## src/rtl/junction_router.sv

```systemverilog
// Registered 4-way junction: queues route tokens, holds one exit light for a programmable green time, then forwards the token.
// Optional per-exit handoff counters are enabled by defining JUNCTION_STATS_EN.
module junction_router #(
  parameter int unsigned PATH_W       = 8,
  parameter int unsigned FIFO_DEPTH   = 4,
  parameter int unsigned GREEN_CYCLES = 8,
  parameter int unsigned CNT_W        = 8
) (
  input  logic                 clk,
  input  logic                 rst_n,
  input  logic                 in_valid_i,
  output logic                 in_ready_o,
  input  logic [1:0]           in_dir_i,
  input  logic [PATH_W-1:0]    in_path_i,
  output logic                 out_valid_o,
  input  logic                 out_ready_i,
  output logic [1:0]           out_dir_o,
  output logic [PATH_W-1:0]    out_path_o,
  output logic                 nl_o,
  output logic                 wl_o,
  output logic                 el_o,
  output logic                 sl_o,
  output logic                 park_o,
  output logic                 busy_o,
  output logic [4*CNT_W-1:0]   exit_cnt_o
);

  localparam int unsigned AW = (FIFO_DEPTH > 1) ? $clog2(FIFO_DEPTH) : 1;
  localparam int unsigned CW = AW + 1;
  localparam int unsigned GW = (GREEN_CYCLES > 1) ? $clog2(GREEN_CYCLES) : 1;
  localparam int unsigned TW = 2 + PATH_W;

  localparam logic [1:0] DIR_N = 2'b00;
  localparam logic [1:0] DIR_W = 2'b01;
  localparam logic [1:0] DIR_E = 2'b10;
  localparam logic [1:0] DIR_S = 2'b11;

  typedef enum logic [2:0] {
    S_IDLE,
    S_LOAD,
    S_PARK,
    S_GREEN,
    S_HANDOFF
  } state_e;

  // Right turn exits opposite to the left exit; straight exits opposite to arrival.
  function automatic logic [1:0] exit_side(input logic [1:0] dir, input logic [1:0] turn);
    logic [1:0] left;
    case (dir)
      DIR_N:   left = DIR_E;
      DIR_W:   left = DIR_N;
      DIR_E:   left = DIR_S;
      default: left = DIR_W;
    endcase
    case (turn)
      2'b10:   return ~dir;
      2'b11:   return ~left;
      default: return left;
    endcase
  endfunction

  // Input queue
  logic [TW-1:0] mem_q [FIFO_DEPTH];
  logic [AW-1:0] wr_ptr_q, rd_ptr_q;
  logic [CW-1:0] count_q, count_d;
  logic          in_ready_q;
  logic          push, pop;
  logic [TW-1:0] head;

  assign push    = in_valid_i && in_ready_q;
  assign head    = mem_q[rd_ptr_q];
  assign count_d = count_q + CW'(push) - CW'(pop);

  always_ff @(posedge clk) begin
    if (push) mem_q[wr_ptr_q] <= {in_dir_i, in_path_i};
  end

  always_ff @(posedge clk or negedge rst_n) begin
    if (!rst_n) begin
      wr_ptr_q   <= '0;
      rd_ptr_q   <= '0;
      count_q    <= '0;
      in_ready_q <= 1'b1;
    end else begin
      if (push) wr_ptr_q <= wr_ptr_q + AW'(1);
      if (pop)  rd_ptr_q <= rd_ptr_q + AW'(1);
      count_q    <= count_d;
      in_ready_q <= (count_d != CW'(FIFO_DEPTH));
    end
  end

  // Token FSM
  state_e            state_q, state_d;
  logic [1:0]        tok_dir_q, tok_dir_d;
  logic [PATH_W-1:0] tok_path_q, tok_path_d;
  logic [1:0]        exit_q, exit_d;
  logic [GW-1:0]     green_q, green_d;
  logic [1:0]        turn;
  logic [3:0]        lights_q, lights_d;
  logic              out_valid_q, out_valid_d;
  logic              park_q, park_d;
  logic              busy_q, busy_d;
  logic [1:0]        out_dir_q, out_dir_d;
  logic [PATH_W-1:0] out_path_q, out_path_d;

  assign turn = tok_path_q[PATH_W-1 -: 2];

  always_comb begin
    state_d    = state_q;
    tok_dir_d  = tok_dir_q;
    tok_path_d = tok_path_q;
    exit_d     = exit_q;
    green_d    = green_q;
    out_dir_d  = out_dir_q;
    out_path_d = out_path_q;
    pop        = 1'b0;

    case (state_q)
      S_IDLE: begin
        if (count_q != '0) begin
          pop                     = 1'b1;
          {tok_dir_d, tok_path_d} = head;
          state_d                 = S_LOAD;
        end
      end
      S_LOAD: begin
        if (turn == 2'b00) begin
          state_d = S_PARK;
        end else begin
          exit_d  = exit_side(tok_dir_q, turn);
          green_d = GW'(GREEN_CYCLES - 1);
          state_d = S_GREEN;
        end
      end
      S_PARK: state_d = S_IDLE;
      S_GREEN: begin
        if (green_q == '0) begin
          state_d    = S_HANDOFF;
          out_dir_d  = exit_q;
          out_path_d = {tok_path_q[PATH_W-3:0], 2'b00};
        end else begin
          green_d = green_q - GW'(1);
        end
      end
      S_HANDOFF: begin
        if (out_ready_i) state_d = S_IDLE;
      end
      default: state_d = S_IDLE;
    endcase

    // Outputs reflect the state being entered so they are registered yet cycle-aligned.
    lights_d    = (state_d == S_GREEN || state_d == S_HANDOFF) ? (4'b0001 << exit_d) : 4'b0000;
    out_valid_d = (state_d == S_HANDOFF);
    park_d      = (state_d == S_PARK);
    busy_d      = (state_d != S_IDLE);
  end

  always_ff @(posedge clk or negedge rst_n) begin
    if (!rst_n) begin
      state_q     <= S_IDLE;
      tok_dir_q   <= '0;
      tok_path_q  <= '0;
      exit_q      <= '0;
      green_q     <= '0;
      lights_q    <= '0;
      out_valid_q <= 1'b0;
      park_q      <= 1'b0;
      busy_q      <= 1'b0;
      out_dir_q   <= '0;
      out_path_q  <= '0;
    end else begin
      state_q     <= state_d;
      tok_dir_q   <= tok_dir_d;
      tok_path_q  <= tok_path_d;
      exit_q      <= exit_d;
      green_q     <= green_d;
      lights_q    <= lights_d;
      out_valid_q <= out_valid_d;
      park_q      <= park_d;
      busy_q      <= busy_d;
      out_dir_q   <= out_dir_d;
      out_path_q  <= out_path_d;
    end
  end

  assign in_ready_o  = in_ready_q;
  assign out_valid_o = out_valid_q;
  assign out_dir_o   = out_dir_q;
  assign out_path_o  = out_path_q;
  assign nl_o        = lights_q[0];
  assign wl_o        = lights_q[1];
  assign el_o        = lights_q[2];
  assign sl_o        = lights_q[3];
  assign park_o      = park_q;
  assign busy_o      = busy_q;

`ifdef JUNCTION_STATS_EN
  logic handshake;
  assign handshake = (state_q == S_HANDOFF) && out_ready_i;

  // Saturating count of forwarded tokens per exit side.
  for (genvar k = 0; k < 4; k++) begin : g_cnt
    logic [CNT_W-1:0] cnt_q;
    always_ff @(posedge clk or negedge rst_n) begin
      if (!rst_n) begin
        cnt_q <= '0;
      end else if (handshake && out_dir_q == 2'(k) && cnt_q != '1) begin
        cnt_q <= cnt_q + CNT_W'(1);
      end
    end
    assign exit_cnt_o[k*CNT_W +: CNT_W] = cnt_q;
  end
`else
  assign exit_cnt_o = '0;
`endif

endmodule

```

## config.mk

```make
export PLATFORM = sky130hd
export DESIGN_NAME = junction_router
export DESIGN_NICKNAME = d
export VERILOG_FILES = /design/src/rtl/junction_router.sv
export SDC_FILE = /design/constraint.sdc
export NUM_CORES = 1
export LEC_CHECK = 0
export ABC_AREA = 1
export BUFFER_PORTS_ARGS = -buffer_cell sky130_fd_sc_hd__buf_2
export CORE_AREA = 2 2 88 90
export CTS_CLUSTER_SIZE = 10
export DETAILED_ROUTE_END_ITERATION = 8
export DIE_AREA = 0 0 90 92
export PLACE_DENSITY = 0.74
export SLEW_MARGIN = 20
export SYNTH_ARGS = -nofsm -noshare
export SYNTH_HDL_FRONTEND = slang
export SYNTH_SLANG_ARGS = --single-unit
```

## constraint.sdc

```tcl
create_clock -name clk -period 2.48 [get_ports clk]
set_clock_uncertainty 0.2 [all_clocks]
set_input_delay 0.248 -clock clk [delete_from_list [all_inputs] [get_ports clk]]
set_output_delay 0.248 -clock clk [all_outputs]
set_load 0.01 [all_outputs]
```

* After elaboration in Yosys (flattened, before gate mapping) *
Memories as Yosys holds them, arrays and structs flattened. A register that Yosys moved wholly into a read port is not among the register bits.
Cells that the tools add are included.

cells by class
  $add $sub $neg = 5
  equal/unequal tests = 13
  shifts and indexed selects = 1
  mux-type cells = 19
  bitwise operators = 2
  reductions and logical operators = 13

operators with widths
  cell                 count
  $mux 3               5
  $pmux 3 s4           1
  $eq 3x2->1 const B   3
  $mux 2               4
  $eq 2x2->1 const B   3
  $eq 3x3->1 const B   2
  $logic_not 3->1      2
  $pmux 2 s3           1
  $pmux 3 s2           1
  $reduce_bool 3->1    2
  $mux 1               5
  $add 2x1->2 const B  2
  $logic_not 2->1      2
  $mux 4               1
  $ne 2x2->1 const B   2
  $not 2->2            2
  $pmux 2 s2           1
  $reduce_and 2->1     2
  $shl 1x2->4 const A  1
  $add 3x1->3          1
  $eq 3x1->1 const B   1
  $ne 3x3->1 const B   1
  $reduce_and 3->1     1
  $sub 3x1->3          1
  other kinds (6)      6

word-level totals
  register bits after elaboration = 31
  memory bits (writable) = 40
  bits of input ports = 14
  output and inout bits = 50
  word-level logic and storage cells = 67
  memories = 1

memories
  name   depth  bits a word  read ports  clocked after memory_dff  write ports  RTL line  RTL
  mem_q  4      10           1           1                         1            63        logic [TW-1:0] mem_q [FIFO_DEPTH];

* Logic depth before layout (Yosys ltp) *
Gate-level depths: netlist of run 1.

  word-level depth = 10
  mapped depth = 13
  gate-level depth less buffers = 12

* Worst setup path after synthesis of run 1 *
No wires, ideal clock.

  path type = reg2reg
  start point = register state_q[0]
  end point = register in_ready_q (netlist: in_ready_o)
  setup time = 83 ps
  data arrival time = 2063 ps
  data required time = 2197 ps
  slack = 135 ps
  stages on the path, launching flop included = 13
  path buffers = 1
  period minus slack after synthesis = 2345 ps
  path through = dfrtp_1 nor2_1 nand3_1 inv_1 buf_2 ha_1 inv_1 ha_1 inv_1 fa_1 xnor2_1 xnor2_1 nand2_1

between the ends
  cells in the longest elaborated chain, start to end = 4

ends and longest elaborated chain
  element                 RTL line  RTL
  from (decl)             93        state_e state_q, state_d;
  from (signal assigned)  172       state_q <= state_d;
  $logic_not 3->1         118       case (state_q)
  $mux 1                  118
  via pop                 67        logic push, pop;
  $sub 3x1->3             72        assign count_d = count_q + CW'(push) - CW'(pop);
  via count_d[2]          65        logic [CW-1:0] count_q, count_d;
  $ne 3x3->1              88        in_ready_q <= (count_d != CW'(FIFO_DEPTH));
  to (signal assigned)    88
  to (decl)               66        logic in_ready_q;

The timed path passes the listed nets, and every way through them passes these cells.
A chain may end at the register's enable or synchronous reset.

* Worst setup path after layout of run 1 *
  start point = register count_q[1]
  end point = register in_ready_q (netlist: in_ready_o)

between the ends
  cells in the longest elaborated chain, start to end = 5
  elaborated cells between the ends (all ways) = 6
  classes of those cells = add/sub: 2; eq/ne: 1; mux: 2; reduce/logical: 1

ends and longest elaborated chain
  element                                              RTL line  RTL
  from (decl)                                          65
  from (signal assigned)                               87        count_q <= count_d;
  branches (longest 3 deep; another with $add 3x1->3)  --
  $sub 3x1->3 *                                        72
  via count_d[2]                                       65
  $ne 3x3->1 *                                         88

Mark *: on every way through the listed nets, which the timed path passes.

==> results.md, run 1 <==
- The average detailed-routed wire length per instance is 12.3 um.
- Data on the critical path is required at its endpoint by 2570 ps.
- The repair_antennas step left the layout with diodes totalling 0.
- The number of violations reported at the end of detailed-routing iteration 0 is 163.
- The per-cell via count in the routed design is 4.62.
- Setup total negative slack on the finished layout was measured at 0 ps.
- The total track usage is 16.2%.
- Once detail routing completed, the nets flagged for antenna violations numbered 0.
- The final routed DRC violation total is 0.
- The final max-slew violation count is 0.
- The path class of the tightest hold or removal check is input port to flop.
- The number of buffers and inverters on the critical path is 3.
- The mapped netlist covers 3580 sq um.
- The slowest cell on the critical path is sky130_fd_sc_hd__dfrtp_2.
- In this run the power density over the cells is 1150 nW/um^2.
- The number of nets in the layout is 416.
- In the synthesized netlist the async set-or-reset flop fraction comes to 50.6%.
- The first TritonRoute pass finished after 6 iterations.
- After layout, the minimum clock period comes to 2300 ps.
- The depth of the CTS H-tree is 3.
- The core region is 7450 sq um.
- Synthesis instantiated 24 different standard cells from the library.
- In this run the tightest slew margin relative to its limit is 40.6%.
- The critical path goes through nor2_1 -> nand2_1 -> nand3_1 -> inv_1 -> ha_1 -> inv_1 -> ha_1 -> inv_1 -> fa_2 -> xnor2_2 -> xnor2_2 -> nand2_1.
- Synthesis produced 342 cells.
- Setup violations remaining at the end of the flow were counted as 0.
- The wire-length estimate of the detail-placed layout is 4.11 mm.
- For the pin with the worst max-slew slack, the measured transition is 892 ps.
- In this run the worst path has a maximum fanout of 3.
- By startpoint and endpoint, the worst setup path is classified as flop to flop.
- The total number of cells along the worst setup path is 12.
- Counting along the longest clock path gives a buffer depth of 2.
- The via count is 2311.
- Of the available clock period, the critical path in the final layout requires 92.6%.
- The share of the yosys chip area belonging to registers is 62.2%.
- The flow ran to the end, and the final reports show no timing, DRC or antenna violations.
- The number of port buffers is 29.
- IR analysis of the VDD net gives a maximum drop of 0.572 mV.
- The number of standard-cell rows in the floorplan is 32.
- From synthesis to final layout, the design area changed by 13.5%.
- The initial antenna violation count is 0.
- Buffers inserted during clock tree synthesis total 9.
- The end-of-flow core utilization is 54.6%.
- The delay of the slowest cell on the worst path is 420 ps.
- Among all flip-flop cells after synthesis, the most frequent one is sky130_fd_sc_hd__edfxtp_1.
- Setup repair after global routing left no endpoint under its margin.
- The count of boundary I/O pins is 64.
- Counting instances, the worst hold path has a depth of 4.
- The number of warnings printed during yosys synthesis is 0.
- After detailed routing, the total wire length is 6.15 mm.
- The worst setup path is captured at a flop.
- The library cells used most frequently in the layout, excluding fill and tap cells, are sky130_fd_sc_hd__nor2_1 (53), sky130_fd_sc_hd__nand2_1 (43), sky130_fd_sc_hd__o21ai_0 (42), sky130_fd_sc_hd__edfxtp_1 (40), sky130_fd_sc_hd__dfrtp_1 (39).
- Derived from the worst setup path, the maximum achievable clock frequency is 0.435 GHz.
- The cell count of the worst reg-to-reg path is 12.
- The synthesized area per cell is 10.5 sq um.
- Routability-driven placement finished with a final weighted congestion of 0.749.
- Entering global routing, the biggest net connects 42 pins.
- The max-cap violation count is 0.
- Synthesis inferred 81 register bits.
- The initial cell density of the core is 48.1%.
- The number of flops mapped to enable cells by yosys is 40.
- The startpoint class of the critical path is a flop.
- The clock tree from TritonCTS is done.
- The total die area is 8280 sq um.
- The clock net in this run drives a total of 81 sinks.
- The first-pass GRT wire length is 10.4 mm.
- The leakage dissipation is 1.88 nW.
- The post-CTS clock slew at the launch and capture registers of the worst setup and hold paths is 80 ps.
- The most frequent cell on the critical path is sky130_fd_sc_hd__inv_1.
- Of the cells placed in the final design, the portion with a size suffix greater than 1 is 17.8%.
- The global-route congestion overflow total is 0.
- The cell sitting at the root of the clock tree is a sky130_fd_sc_hd__clkbuf_8.
- The die boundary width is 90 um.
- The die is 92 um tall.
- On the critical path the largest part of the delay comes from adder cells.
- The via count of the first global-routing pass is 2241.
- The final number of hold-violating endpoints is 0.
- The worst endpoint data arrival time is 2380 ps.
- The clock insertion delay at the later pin of the skew report is 360 ps.
- The most common cell after layout, fill and taps aside is sky130_fd_sc_hd__nor2_1.
## through the flow
stage	hold WS, ps	std cells	power, mW	worst slack, ps	area (sq um)
2_1_floorplan	-248	375	3.29	135	3710
3_3_place_gp	215	471	3.65	253	3750
3_5_place_dp	222	471	3.75	122	3750
4_1_cts	5.43	498	4.63	103	4030
5_1_grt	50.5	500	5.08	34.1	4070
6_report	7.01	500	4.69	182	4070
## what timing repair did
action	4_1_cts	5_1_grt
endpoints found under the setup margin	0	2
resized for setup	0	5
hold endpoints to repair	80	0
hold buffers	11	0
setup buffers	0	2
## sequential cells by signal, summed over array words and instances, names as in the netlist
signal / cells
busy_o: 1
lights_q: 4
green_q: 3
rd_ptr_q: 2
state_q: 3
tok_dir_q: 2
out_valid_o: 1
tok_path_q: 8
in_ready_o: 1
mem_q: 40
wr_ptr_q: 2
park_o: 1
out_dir_o: 2
out_path_o: 6
exit_q: 2
count_q: 3
## final cells by class
type	instances	area [sq um]
inverters	36	135
flip-flops and latches	81	2230
clock inverters	7	51.3
fillers	639	3380
clock buffers	9	124
repair buffers	51	338
well taps	102	128
multi-input cells	214	1060
## cells in the mapped netlist, types with 2 or more instances
| cell | instances | area share [%] |
|---|---|---|
| sky130_fd_sc_hd__nor2_1 | 54 | 5.7 |
| sky130_fd_sc_hd__nand2_1 | 43 | 4.5 |
| sky130_fd_sc_hd__o21ai_0 | 42 | 5.9 |
| sky130_fd_sc_hd__dfrtp_1 | 40 | 28 |
| sky130_fd_sc_hd__edfxtp_1 | 40 | 34 |
| sky130_fd_sc_hd__buf_4 | 35 | 7.3 |
| sky130_fd_sc_hd__inv_1 | 33 | 3.5 |
| sky130_fd_sc_hd__o21ai_1 | 9 | 1.3 |
| sky130_fd_sc_hd__ha_1 | 8 | 2.8 |
| sky130_fd_sc_hd__nand3_1 | 8 | 1.1 |
| sky130_fd_sc_hd__clkbuf_1 | 6 | 0.63 |
| sky130_fd_sc_hd__a21oi_1 | 3 | 0.42 |
| sky130_fd_sc_hd__buf_2 | 3 | 0.42 |
| sky130_fd_sc_hd__inv_2 | 3 | 0.31 |
| sky130_fd_sc_hd__nor2_4 | 3 | 0.94 |
| sky130_fd_sc_hd__nand2_4 | 2 | 0.63 |
| sky130_fd_sc_hd__xnor2_1 | 2 | 0.49 |
| sky130_fd_sc_hd__xor2_1 | 2 | 0.49 |
## cell families (layout without fill, tap and decap cells)
kind of cell / Yosys count / after routing / share of synthesized area (%)
XOR/XNOR: 4 / 4 / 0.978
flip-flops: 81 / 81 / 62.2
buffers and inverters: 80 / 103 / 12.2
AND/OR/NAND/NOR: 113 / 113 / 13.7
AO/OA/AOI/OAI: 54 / 54 / 7.54
other: 1 / 34 / 0.105
adder cells (fa/ha/maj): 9 / 9 / 3.35
## worst reg2reg max path, stage by stage (launching register included)
cell and delay [ps]:
sky130_fd_sc_hd__dfrtp_2 420, sky130_fd_sc_hd__nor2_1 90, sky130_fd_sc_hd__nand2_1 60, sky130_fd_sc_hd__nand3_1 100
sky130_fd_sc_hd__inv_1 80, sky130_fd_sc_hd__ha_1 280, sky130_fd_sc_hd__inv_1 60, sky130_fd_sc_hd__ha_1 130
sky130_fd_sc_hd__inv_1 50, sky130_fd_sc_hd__fa_2 350, sky130_fd_sc_hd__xnor2_2 210, sky130_fd_sc_hd__xnor2_2 150
sky130_fd_sc_hd__nand2_1 70
## power breakdown
part           internal [mW]  switching (mW)
Sequential              1.82           0.211
Clock                  0.371           0.501
Combinational          0.671            1.12
## path summary, 6_finish.rpt
path | slack, ps | start | to
worst min-delay path | 7 | out_ready_i | out_valid_o
worst max register to register | 180 | count_q[1] | in_ready_o
worst max-delay path | 180 | count_q[1] | in_ready_o
max in group asynchronous | 1130 | rst_n | count_q[1]
worst min register to register | 280 | out_path_o[4] | out_path_o[4]
min in group asynchronous | 350 | rst_n | out_path_o[3]
## metal layers
metal	share of wire, %	wire length (um)	GRT usage [%]
met5	0	0	0
met4	2.8	169	9.36
met3	4.7	289	3.37
met2	47	2880	26.3
met1	46	2800	20.2
Note: power is estimated with default switching activity, not from simulation.
==> run 2: changes to the inputs <==
--- a/config.mk
+++ b/config.mk
@@ -11,7 +11,7 @@
 export CTS_CLUSTER_SIZE = 10
 export DETAILED_ROUTE_END_ITERATION = 8
 export DIE_AREA = 0 0 90 92
-export PLACE_DENSITY = 0.74
+export PLACE_DENSITY = 0.71
 export SLEW_MARGIN = 20
 export SYNTH_ARGS = -nofsm -noshare
 export SYNTH_HDL_FRONTEND = slang
==> run 2 against run 1 <==
First-iteration DRC count fell by 56%. Sequential cell count is the same. Via count shrank 3.2%. Highest routed layer unchanged.
==> results.md, run 2 (same netlist as run 1, synthesis figures left out) <==
- Row generation in the floorplan step produced 32 rows.
- The final hold slack is 34.8 ps.
- The slack of the worst reg-to-reg path is 140 ps.
- During I/O placement, the number of pins put on the boundary was 64.
- The end-of-flow core utilization is 54.5%.
- The core region is 7450 sq um.
- The cell count after placement is 471.
- In the layout the commonest cells are sky130_fd_sc_hd__nor2_1 (53), sky130_fd_sc_hd__nand2_1 (43), sky130_fd_sc_hd__o21ai_0 (42), sky130_fd_sc_hd__dfrtp_1 (40), sky130_fd_sc_hd__edfxtp_1 (40).
- The die is 92 um tall.
- The worst min-delay path class is input port to flop.
- The cell count of the worst reg-to-reg path is 11.
- The first global-routing pass estimated 9.80 mm of wire.
- The initial antenna violation count is 0.
- The via count of the first global-routing pass is 2142.
- The kind of cell with the highest combined delay along the critical path is adder cells.
- Measured against its own limit, the worst slew margin works out to 42.7%.
- The startpoint of the most critical setup path is state_q[0].
- The run finished with clean final reports.
- Summed over all layers, the routed wires come to 5.78 mm.
- In the routed design, unresolved DRC markers number 0.
- After clock tree synthesis, the clock-pin slew on the worst setup and hold paths is 80 ps.
- In this run the horizontal extent of the chip is 90 um.
- Of the cells placed in the final design, the portion with a size suffix greater than 1 is 16.9%.
- The final antenna diode count is 0.
- The launch point of the worst reg-to-reg path is state_q[0].
- Setup violations remaining at the end of the flow were counted as 0.
- CTS built an H-tree with a depth of 3.
- In the final routed layout, each cell accounts on average for 11.6 um.
- The top fanout value on the critical path is 4.
- Clock tree synthesis inserted a total of 9 buffers.
- The share of total power dissipated in the clock network is 19.4%.
- The number of buffers on the longest clock path is 2.
- For this block, the initial DRC count from the detailed router was 71.
- The number of nets with antenna violations after routing is 0.
- For this run, the detailed router's first-pass iteration total came to 4.
- The startpoint class of the critical path is a flop.
- At the pin with the least slew margin, the transition time is 860 ps.
- The final number of hold-violating endpoints is 0.
- The most frequent cell on the critical path is sky130_fd_sc_hd__inv_1.
- The largest individual stage delay along the critical path comes from the cell sky130_fd_sc_hd__dfrtp_1.
- Setup repair after global routing left no endpoint under its margin.
- The total number of clock tree sinks is 81.
- For this design the total switching power over the nets is 1.74 mW.
- The largest single stage delay on the critical path is 420 ps.
- The final period utilization is 94.3%.
- The total number of cells along the worst setup path is 11.
- TritonCTS built the clock tree.
- The setup TNS is 0 ps.
- Leaving out fill and tap cells, the most frequent cell in the layout is sky130_fd_sc_hd__nor2_1.
- The via count is 2236.
- Walking the worst path, the cells encountered are nor2_2 -> nand3_2 -> inv_1 -> ha_1 -> inv_1 -> ha_1 -> inv_1 -> fa_1 -> xnor2_1 -> xnor2_1 -> nand2_1.
- Clock tree synthesis selected as its root buffer the cell sky130_fd_sc_hd__clkbuf_8.
- The total die area is 8280 sq um.
- The cell internal power dissipation is 2.90 mW.
- The largest register by flop count is mem_q.
- Leaving out filler cells and counting taps, the final layout contains 499.
- The final weighted congestion in routability-driven placement is 0.724.
- The design draws 4.64 mW.
- In the routed layout, each cell is associated on average with a via count of 4.48.
- For this configuration, the core starts out at a cell density of 48.1%.
- The later pin in the worst-skew pair is clocked with a latency of 340 ps.
- The total track usage is 15.4%.
- After global routing the overflow that remains totals 0.
- The number of buffers and inverters on the critical path is 3.
- The area growth from synthesis to layout is 13.2%.
- The leakage dissipation is 1.88 nW.
- For this run, the post-layout net count is 415.
- The number of flip-flops under the largest register name is 40.
- Entering global routing, the biggest net connects 42 pins.
- After filler insertion, the fill cell instance count of the layout stands at 650.
- The endpoint of the worst setup timing path is in_ready_o.
- VDD sags by at most 0.513 mV.
- The detailed placer's ending HPWL is 3.98 mm.
- Of the total power, combinational logic draws 37.0%.
- For the finished layout, the period the worst path requires is 2340 ps.
- STA puts the critical path data required time at 2550 ps.
- The switching share of power is 37.5%.
- The count of buffers added on input and output ports is 29.
- The critical setup path kind is flop to flop.
- Dividing total power by cell area gives a power density of 1140 nW/um^2.
- The endpoint identified for the worst register-to-register timing path is in_ready_o.
- At the worst endpoint, the arrival time is 2410 ps.
- The share of total power dissipated in sequential elements is 43.6%.
- The timing-limited maximum frequency is 0.428 GHz.
- The final max-slew violation count is 0.
- The critical path endpoint category is a flop.
- The max-cap violation count is 0.
-- run 2: layer usage --
metal	up-vias	track usage [%]	routed length (um)
met2	61	25.5	2810
met4	0	7.69	131
met5	-	0	0
met1	1028	18.8	2580
met3	12	3.86	259
li1	1135	-	-
-- run 2: what timing repair did --
action                                 4_1_cts  5_1_grt
hold buffers                                11        0
resized for setup                            0        2
setup endpoints to repair                    0        1
setup buffers                                0        1
endpoints found under the hold margin       80        0
-- run 2: power by group through the flow --
stage	clock (mW)	sequential, mW	combinational [mW]
4_1_cts	0.930	2.03	1.71
6_report	0.902	2.02	1.72
2_1_floorplan	0	2.03	1.27
5_1_grt	0.993	2.08	1.98
3_5_place_dp	0	2.06	1.69
3_3_place_gp	0	2.03	1.62
-- run 2: cell type report --
class / instances / area, sq um / area share, %
Clock buffer: 9 / 124 / 3.05
Clock inverter: 7 / 61.3 / 1.51
Inverter: 36 / 135 / 3.33
Multi-Input combinational cell: 214 / 1050 / 25.9
Sequential cell: 81 / 2230 / 54.9
Tap cell: 102 / 128 / 3.15
Timing Repair Buffer: 50 / 330 / 8.14
-- run 2: worst reg2reg max path, delay by kind of cell (launching register included) --
| kind | cells | cell delay [ps] |
|---|---|---|
| adders and majority gates | 3 | 740 |
| DFF | 1 | 420 |
| xor gates and xnor gates | 2 | 370 |
| and+or+nand+nor | 3 | 330 |
| buffers and inverters | 3 | 200 |
-- run 2: worst min-delay path by stage --
| stage | startpoint | endpoint | slack (ps) | cells past startpoint |
|---|---|---|---|---|
| global placement | rst_n | out_path_o[5] | 210 | 1 |
| global route | out_ready_i | out_valid_o | 60 | 4 |
| detailed placement | rst_n | tok_path_q[3] | 220 | 1 |
| CTS | out_ready_i | out_valid_o | 20 | 4 |
| finish | out_ready_i | out_valid_o | 30 | 4 |
| floorplan | rst_n | busy_o | -250 | 0 |
-- run 2: through the flow --
stage	area, sq um	setup slack, ps
6_report	4060	142
5_1_grt	4060	17.2
4_1_cts	4040	108
3_5_place_dp	3750	131
3_3_place_gp	3750	254
2_1_floorplan	3710	135
==> run 3: changes to the inputs <==
--- a/config.mk
+++ b/config.mk
@@ -5,12 +5,12 @@
 export SDC_FILE = /design/constraint.sdc
 export NUM_CORES = 1
 export LEC_CHECK = 0
-export ABC_AREA = 1
+export ABC_AREA = 0
 export BUFFER_PORTS_ARGS = -buffer_cell sky130_fd_sc_hd__buf_2
-export CORE_AREA = 2 2 88 90
+export CORE_AREA = 2 2 87 89
 export CTS_CLUSTER_SIZE = 10
 export DETAILED_ROUTE_END_ITERATION = 8
-export DIE_AREA = 0 0 90 92
+export DIE_AREA = 0 0 89 91
 export PLACE_DENSITY = 0.71
 export SLEW_MARGIN = 20
 export SYNTH_ARGS = -nofsm -noshare
==> run 3 against run 2 <==
Sequential power rose by 5%. Register-to-register slack got worse by 40 ps. Core utilization rose by 0.88 points. Critical path type unchanged. Largest cell class unchanged.
==> results.md, run 3 <==
- The number of nets with antenna violations after routing is 0.
- The per-cell via count in the routed design is 4.64.
- At the later pin of the worst-skew pair, clock insertion delay measures 350 ps.
- The most used flip-flop cell after synthesis is sky130_fd_sc_hd__edfxtp_1.
- The number of clock buffers added by TritonCTS is 9.
- The via count is 1769.
- Total power for the finished layout comes to 4.50 mW.
- The max-cap violation count is 0.
- Yosys printed 0 warnings.
- Summing all non-filler instances in the final layout gives an area of 3950 sq um.
- The number of storage elements in the synthesis netlist is 81.
- The pin count of the biggest net entering global routing is 26.
- The cell count of the worst reg-to-reg path is 10.
- More flip-flops sit in one register than any other, and that register is mem_q.
- The area growth from synthesis to layout is 13.6%.
- In the layout the commonest cells are sky130_fd_sc_hd__edfxtp_1 (40), sky130_fd_sc_hd__dfrtp_1 (39), sky130_fd_sc_hd__conb_1 (34), sky130_fd_sc_hd__buf_2 (29), sky130_fd_sc_hd__mux2_2 (19).
- The first global-routing pass estimated 8.60 mm of wire.
- Input and output buffers added on the ports amount to 29.
- After technology mapping, the gate count stands at 226.
- The final max-slew violation count is 0.
- The via count of the first global-routing pass came to 1756.
- For the pin with the worst max-slew slack, the measured transition is 553 ps.
- The placeable core area is 7140 sq um.
- Power spread over the standard cell area amounts to 1140 nW/um^2.
- The synthesized-area fraction occupied by xor and xnor cells is 1.51%.
- Routability-driven placement finished with a final weighted congestion of 0.808.
- The mapped netlist covers 3480 sq um.
- The worst setup path is launched from a flop.
- For this run, the post-layout net count is 300.
- The post-layout minimum cycle time is 2380 ps.
- The timing-limited maximum frequency is 0.420 GHz.
- The post-synthesis async set-or-reset flop share is 50.6%.
- The first-pass detailed-route iteration total is 4.
- After synthesis, the mean cell area works out to 15.4 sq um.
- The critical path endpoint category is a flop.
- The worst slew margin relative to its limit is 63.1%.
- The number of cells on the worst hold path is 3.
- Leaving out fill and tap cells, the most frequent cell in the layout is sky130_fd_sc_hd__edfxtp_1.
- The cell count after placement is 353.
- The detailed placer's ending HPWL is 3.49 mm.
- STA puts the critical path data required time at 2550 ps.
- Of all nets on the critical path, the largest fanout is 3.
- The flow ran to the end, and the final reports show no timing, DRC or antenna violations.
- Summing the areas of all compound-gate instances in the mapped netlist gives 3.09% of the synthesized area.
- Of the total synthesized cell area, the portion taken by AND, OR, NAND and NOR gates is 6.36%.
- Of the post-synthesis cell area, the part taken by muxes is 12.6%.
- For this run, the register share of the synthesized area comes to 64.0%.
- The final routed DRC violation total is 0.
- The number of buffers on the longest clock path is 2.
- The post-route netlist has 30.9% of its cells at a drive strength greater than 1.
- Row generation in the floorplan step produced 31 rows.
- Global routing consumed, over all layers together, 14.4% of the routing resources.
- Dividing the final minimum period by the clock period gives 95.9%.
- VDD sags by at most 0.440 mV.
- The critical setup path kind is flop to flop.
- The count of cells in the finished layout, fillers not included, comes to 381.
- The register with the most flip-flops in the layout has 40 of them.
- TritonCTS built the clock tree.
- The largest area contributor in the synthesized netlist is sky130_fd_sc_hd__edfxtp_1.
- The die height is 91 um.
- The met1 demand-to-capacity share in global routing is 19.5%.
- The clock drives 81 sinks.
- The number of violations reported at the end of detailed-routing iteration 0 is 107.
- After synthesis, the most frequently instantiated cells are sky130_fd_sc_hd__dfrtp_1 (40), sky130_fd_sc_hd__edfxtp_1 (40), sky130_fd_sc_hd__buf_4 (34).
- Setup violations remaining at the end of the flow were counted as 0.
- Summed over all cells, the static leakage comes to 1.68 nW.
- The final number of hold-violating endpoints is 0.
- The total overflow left after global routing is 0.
- The final antenna diode count is 0.
- The worst min-delay path class is input port to flop.
- The average detailed-routed wire length per instance is 13.5 um.
- The initial antenna violation count is 0.
- The main combinational cell family by area after synthesis is multiplexers.
- The met2 usage is 21.7%.
- Once the floorplan was initialized, standard cells occupied 48.8% of the core.
- The netlist uses 38 different library cells.
- Clock tree synthesis selected as its root buffer the cell sky130_fd_sc_hd__clkbuf_8.
- The placed instances occupy a cell area of 3650 sq um.
- Data on the critical path arrives at its endpoint at 2450 ps.
- The global routing stage identified its most utilized layer as met2.
- Summed over its instances, the top area cell type makes up 34.5% of the synthesized netlist area.
- The total die area is 8100 sq um.
- The die boundary width is 89 um.
- After filler insertion, the fill cell instance count of the layout stands at 588.
- Summed over all layers, the routed wires come to 5.13 mm.
- In the post-synthesis netlist, the biggest area contributors are sky130_fd_sc_hd__edfxtp_1 (35%), sky130_fd_sc_hd__dfrtp_1 (29%), sky130_fd_sc_hd__buf_4 (7.3%).
- The H-tree was split into 3 levels.
- Yosys mapped a number of flops with a built-in enable equal to 40.
- The post-CTS clock slew at the launch and capture registers of the worst setup and hold paths is 80 ps.
- For this run, global-route usage on met3 was measured as 4.45%.
- The count of boundary I/O pins is 64.
- The post-synthesis share of cell area spent on full adders, half adders and majority gates is 3.45%.
==> run 3: repair_timing <==
| item | in CTS | in global routing |
|---|---|---|
| setup endpoints to repair | 0 | 1 |
| resized for setup | 0 | 1 |
| endpoints found under the hold margin | 56 | 0 |
| hold buffers | 11 | 0 |
| buffers inserted | 0 | 1 |
==> run 3: final timing paths <==
kind                                    from  slack [ps]             to
worst max-delay path              count_q[1]         100     in_ready_o
worst min-delay path             out_ready_i          40    out_valid_o
worst max register to register    count_q[1]         100     in_ready_o
worst min register to register  out_dir_o[1]         310   out_dir_o[1]
max in group asynchronous              rst_n        1300  tok_path_q[3]
min in group asynchronous              rst_n         140         park_o
==> run 3: per-stage QoR <==
| step | hold WS (ps) | utilization [%] | setup WS (ps) | setup TNS, ps |
|---|---|---|---|---|
| after floorplan | -248 | - | 4.01 | 0 |
| after global placement | -16.0 | 51.1 | 116 | 0 |
| after detailed placement | -14.7 | 51.1 | 50.0 | 0 |
| after CTS | 30.2 | 55.2 | 14.5 | 0 |
| after global routing | 50.9 | 55.4 | -4.31 | -4.31 |
| final | 44.8 | 55.4 | 102 | 0 |
==> run 3: power breakdown <==
group	total [mW]	leakage [nW]	internal, mW	switching, mW
Clock	0.866	0.0862	0.372	0.495
Combinational	1.51	0.723	0.780	0.735
Sequential	2.12	0.867	1.86	0.266
Total	4.50	1.68	3.01	1.50
==> run 3: cell families after synthesis <==
logic type | count (synthesis)
adders and majority gates | 9
other | 1
AOI/OAI and AO/OA | 17
DFF | 81
xor gates and xnor gates | 6
and+or+nand+nor | 36
buffers and inverters | 47
muxes | 29
==> run 3: worst max-delay path, stage by stage (launching register included) <==
cell and delay (ps):
sky130_fd_sc_hd__dfrtp_1 400, sky130_fd_sc_hd__nor3_2 80, sky130_fd_sc_hd__nor4_4 330, sky130_fd_sc_hd__ha_4 240, sky130_fd_sc_hd__inv_1 50, sky130_fd_sc_hd__ha_1 130
sky130_fd_sc_hd__inv_1 50, sky130_fd_sc_hd__fa_2 370, sky130_fd_sc_hd__xnor2_2 150, sky130_fd_sc_hd__xnor2_1 190, sky130_fd_sc_hd__nand3b_1 110
==> run 3: per-layer routing <==
metal	vias to the layer above	part of all wire [%]
met4	0	0.88
met3	4	6.1
li1	847	-
met5	-	0
met1	849	45
met2	69	48
==> run 3: final cells by class <==
| class | instances | area [sq um] | area share (%) |
|---|---|---|---|
| Clock inverter | 7 | 55.1 | 1.39 |
| Inverter | 10 | 37.5 | 0.950 |
| Timing Repair Buffer | 44 | 285 | 7.22 |
| Sequential cell | 81 | 2230 | 56.4 |
| Clock buffer | 9 | 124 | 3.13 |
| Multi-Input combinational cell | 131 | 1100 | 27.7 |
| Tap cell | 99 | 124 | 3.13 |
